## config.mk

```make
export PLATFORM = sky130hd
export DESIGN_NAME = mem_arbiter
export DESIGN_NICKNAME = d
export VERILOG_FILES = /design/src/rtl/mem_arbiter.sv
export SDC_FILE = /design/constraint.sdc
export NUM_CORES = 1
export LEC_CHECK = 0
export CAP_MARGIN = 20
export CORE_MARGIN = 2
export CORE_UTILIZATION = 35
export CTS_CLUSTER_DIAMETER = 120
export CTS_CLUSTER_SIZE = 10
export DETAILED_ROUTE_END_ITERATION = 8
export GPL_ROUTABILITY_DRIVEN = 0
export PLACE_DENSITY = 0.69
export SLEW_MARGIN = 20
export SYNTH_ARGS = -nofsm -noshare
export SYNTH_HDL_FRONTEND = slang
export SYNTH_SLANG_ARGS = --single-unit
```

## constraint.sdc

```tcl
create_clock -name clk -period 3 [get_ports clk]
set_clock_uncertainty 0.05 [all_clocks]
set_input_delay 0.6 -clock clk [delete_from_list [all_inputs] [get_ports clk]]
set_output_delay 0.6 -clock clk [all_outputs]
set_load 0.005 [all_outputs]
```

## src/rtl/mem_arbiter.sv

```systemverilog
// Round-robin arbiter sharing one RAM port between the CPU bus and the front panel.
// One access in flight; a watchdog forces completion if the RAM never acknowledges.
module mem_arbiter #(
  parameter int WIDTH   = 12,
  parameter int TIMEOUT = 15,
  parameter int CTR_W   = 4
) (
  input  logic             clk,
  input  logic             rst,
  input  logic [WIDTH-1:0] cpu_addr,
  input  logic [WIDTH-1:0] cpu_wdata,
  input  logic             cpu_we,
  input  logic             cpu_load,
  output logic [WIDTH-1:0] cpu_rdata,
  output logic             cpu_ready,
  input  logic [WIDTH-1:0] pnl_addr,
  input  logic [WIDTH-1:0] pnl_wdata,
  input  logic             pnl_we,
  input  logic             pnl_load,
  output logic [WIDTH-1:0] pnl_rdata,
  output logic             pnl_ready,
  output logic [WIDTH-1:0] ram_addr,
  output logic [WIDTH-1:0] ram_wdata,
  output logic             ram_we,
  output logic             ram_en,
  input  logic [WIDTH-1:0] ram_rdata,
  input  logic             ram_ready,
  output logic             busy,
  output logic             grant_pnl,
  output logic             timeout_err
);

  typedef enum logic [1:0] {IDLE, ISSUE, WAIT, DONE} state_t;

  state_t             r_state, w_next;
  logic               r_gnt_pnl, w_gnt_pnl;
  logic               w_take, w_ack, w_expire, w_fin;
  logic [CTR_W-1:0]   r_ctr;
  logic [WIDTH-1:0]   r_ram_addr, r_ram_wdata, w_rdata;
  logic               r_ram_we, r_ram_en;
  logic [WIDTH-1:0]   r_cpu_rdata, r_pnl_rdata;
  logic               r_cpu_ready, r_pnl_ready, r_tmo;

  // ram_ready only counts in WAIT; it beats a simultaneous watchdog expiry
  assign w_ack    = (r_state == WAIT) && ram_ready;
  assign w_expire = (r_state == WAIT) && !ram_ready && (r_ctr == CTR_W'(TIMEOUT));
  assign w_fin    = w_ack | w_expire;
  assign w_rdata  = w_ack ? ram_rdata : '0;

  always_comb begin
    w_next    = r_state;
    w_gnt_pnl = r_gnt_pnl;
    w_take    = 1'b0;
    case (r_state)
      IDLE: if (cpu_load || pnl_load) begin
        w_take    = 1'b1;
        w_gnt_pnl = (cpu_load && pnl_load) ? ~r_gnt_pnl : pnl_load;
        w_next    = ISSUE;
      end
      ISSUE:   w_next = WAIT;
      WAIT:    if (w_fin) w_next = DONE;
      DONE:    w_next = IDLE;
      default: w_next = IDLE;
    endcase
  end

  always_ff @(posedge clk) begin
    if (rst) begin
      r_state     <= IDLE;
      r_gnt_pnl   <= 1'b1;
      r_ctr       <= '0;
      r_ram_addr  <= '0;
      r_ram_wdata <= '0;
      r_ram_we    <= 1'b0;
      r_ram_en    <= 1'b0;
      r_cpu_rdata <= '0;
      r_pnl_rdata <= '0;
      r_cpu_ready <= 1'b0;
      r_pnl_ready <= 1'b0;
      r_tmo       <= 1'b0;
    end else begin
      r_state     <= w_next;
      r_ram_en    <= w_take;
      r_cpu_ready <= w_fin & ~r_gnt_pnl;
      r_pnl_ready <= w_fin & r_gnt_pnl;
      if (w_take) begin
        r_gnt_pnl   <= w_gnt_pnl;
        r_ram_addr  <= w_gnt_pnl ? pnl_addr  : cpu_addr;
        r_ram_wdata <= w_gnt_pnl ? pnl_wdata : cpu_wdata;
        r_ram_we    <= w_gnt_pnl ? pnl_we    : cpu_we;
      end
      if (r_state == ISSUE)     r_ctr <= '0;
      else if (r_state == WAIT) r_ctr <= r_ctr + 1'b1;
      if (w_fin) begin
        if (r_gnt_pnl) r_pnl_rdata <= w_rdata;
        else           r_cpu_rdata <= w_rdata;
      end
      if (w_expire) r_tmo <= 1'b1;
    end
  end

  assign ram_addr    = r_ram_addr;
  assign ram_wdata   = r_ram_wdata;
  assign ram_we      = r_ram_we;
  assign ram_en      = r_ram_en;
  assign cpu_rdata   = r_cpu_rdata;
  assign pnl_rdata   = r_pnl_rdata;
  assign cpu_ready   = r_cpu_ready;
  assign pnl_ready   = r_pnl_ready;
  assign busy        = (r_state != IDLE);
  assign grant_pnl   = r_gnt_pnl;
  assign timeout_err = r_tmo;

endmodule
```

==> metrics <==
clock network power share=24.1%; wire per inst=15.5 µm; switch share=33.9%; die area=8430 µm²; Peak VDD IR=0.376 mV; setup violators final=0; io pins=between 100 and 150; # nets final=482; Worst Path Max Fanout=7; Setup Buffers After CTS=0; Worst-Margin Slew=1010 ps; PortBufs=~120; FP Rows=32; TritonCTS Buffers=9; Req. time, crit path=about 2400 ps; Critical Path Sink Type=primary output; critical path type=flop to primary output; Worst Setup Slack, final=556 ps; die extent in y=91.8 µm; final worst-path cycle share=81.5%; sequential share of the synthesized area=44.5%; Setup crit start kind=flop; placed cell count=502; leakage power=1.44 nW; routed vias=about 2700; Rel. slew slack=32.7%; vias in the first global route=around 2700; status=finished clean; post-route ant nets=0; fin crit period=2440 ps; Core Area=7610 µm²; hold buffer count at CTS=0; Net Count, Synth=375; Hold Crit Class=flop to flop; most frequent cells in the layout=120 x clkdlybuf4s50_1, 60 x dfxtp_1, 29 x nor2_1, 26 x nand2_1, 26 x a211oi_1; final hold vios=0; layout cell share with drive strength beyond 1=6.25%; router iterations before antenna repair=4; initial antenna violation count=0; combinational power share=38.9%; sequential fraction of design power=37.0%; Syn Area/Cell=8.88 µm²; Final HPWL DP=5570 µm; post-route setup TNS=0 ps; Via-to-Cell Ratio=5.22; # H-tree levels=3; Max-Cap Viols=0; drt first-iter violations=135; CTS max path bufs=2; Syn. warnings=0; global-route wire length before repair=13100 µm; post_cts resized=0; Clock Latency Late Sink=330 ps; pin count of the biggest net entering global routing=between 60 and 70; grt ovf=0; unique cell type count in the Yosys netlist=32; internal power=~2 mW; Initial Util=35.5%; Cell Area, Synth=2700 µm²; commonest non-fill, non-tap cell in the layout=clkdlybuf4s50_1; P_sw=1.02 mW; Chip Width=91.8 µm; max frequency=0.409 GHz; drt drc=0; Antenna Cells=0; clock-pin slew on the worst setup and hold paths=80 ps; post-place setup slack=653 ps; root buffer cell=clkbuf_8; Arr. time, crit path=about 1800 ps; GRT Resource Usage Total=19.5%; Finished Layout Cells=518; power per standard cell area=727 nW/µm²; final slew viol count=0; Synth Instances=304; DRT Wirelength=8050 µm; RSZ-0062 raised after global routing=false; Util after Layout=54.1%; clk sinks=60; Yosys reg bits=60; CTS tree=done; P&R area growth vs syn=52.5%
-- kinds of logic (layout without fill, tap and decap cells) --
logic type               count (synthesis)  in the layout  share of synthesized area (%)
AND/OR/NAND/NOR                         69             69                           10.8
multiplexers                             2              2                          0.741
adder cells (fa/ha/maj)                  4              4                           1.85
XOR/XNOR                                 3              3                          0.973
flip-flops                              60             60                           44.5
AO/OA/AOI/OAI                          131            131                           34.1
buffers and inverters                   35            147                           7.04
-- layout make-up --
class / instances / area [µm²]
inverter: 4 / 15.0
clock buffer: 9 / 124
tap: 102 / 128
fill: 690 / 3490
multi-input combinational: 209 / 1310
clock inverter: 7 / 76.3
sequential: 60 / 1200
timing repair buffer: 127 / 1260
-- state kept, by name (all words and copies together) (netlist names) --
register	cells
pnl_ready	1
timeout_err	1
cpu_rdata	12
ram_we	1
ram_wdata	12
grant_pnl	1
cpu_ready	1
r_state	2
r_ctr	4
pnl_rdata	12
ram_addr	12
ram_en	1
-- power by group through the flow --
stage | combinational [mW] | clock (mW) | sequential [mW]
2_1_floorplan | 0.594 | 0 | 1.12
4_1_cts | 1.17 | 0.742 | 1.11
3_5_place_dp | 1.16 | 0 | 1.12
5_1_grt | 1.27 | 0.781 | 1.13
6_report | 1.16 | 0.723 | 1.11
3_3_place_gp | 1.14 | 0 | 1.12
-- worst max-delay path, stage by stage, from the launching register on --
cell and delay, ps:
dfxtp_1 340, inv_1 80, ha_1 310, inv_1 200, clkdlybuf4s50_1 530
-- worst paths after layout --
check	from	slack (ps)	cells after the start	end
max	r_state[0]	560	4	busy
min reg2reg	pnl_rdata[5]	420	2	pnl_rdata[5]
max reg2reg	r_state[0]	1060	6	ram_wdata[2]
min	pnl_rdata[5]	420	2	pnl_rdata[5]
-- routing by layer --
layer  vias to the layer above  share of wire, %  track usage [%]
met5                         -                 0                0
met4                         0              0.76             5.22
met3                         6               8.1             6.41
met2                       125                47             31.1
met1                      1233                44             25.5
li1                       1341                 -                -
-- synth_stat cells (all sizes together) --
library cell	n	area [µm²]
clkbuf	13	48.8
a2111oi	25	219
nand2b	3	18.8
nand2	26	97.6
dfxtp	60	1200
nor3	6	30.0
nand4	1	6.26
a211oi	26	195
a22o	1	8.76
o21a	1	7.51
a31oi	2	27.5
and3b	2	17.5
o21bai	25	188
xor2	2	17.5
ha	4	50.1
a31o	1	8.76
inv	4	15.0
xnor2	1	8.76
o21ai	25	136
or2b	1	7.51
and3	1	6.26
nor2	29	109
buf	18	126
mux2i	2	20.0
a21oi	25	129
-- through the flow --
step / power (mW) / hold WS, ps / cell area, µm²
global route: 3.18 / 453 / 4120
CTS: 3.02 / 427 / 4120
detailed placement: 2.28 / 417 / 3920
floorplan: 1.71 / 411 / 2700
finish: 2.99 / 424 / 4120
global placement: 2.27 / 407 / 3920
Note: power is estimated with default switching activity, not from simulation.
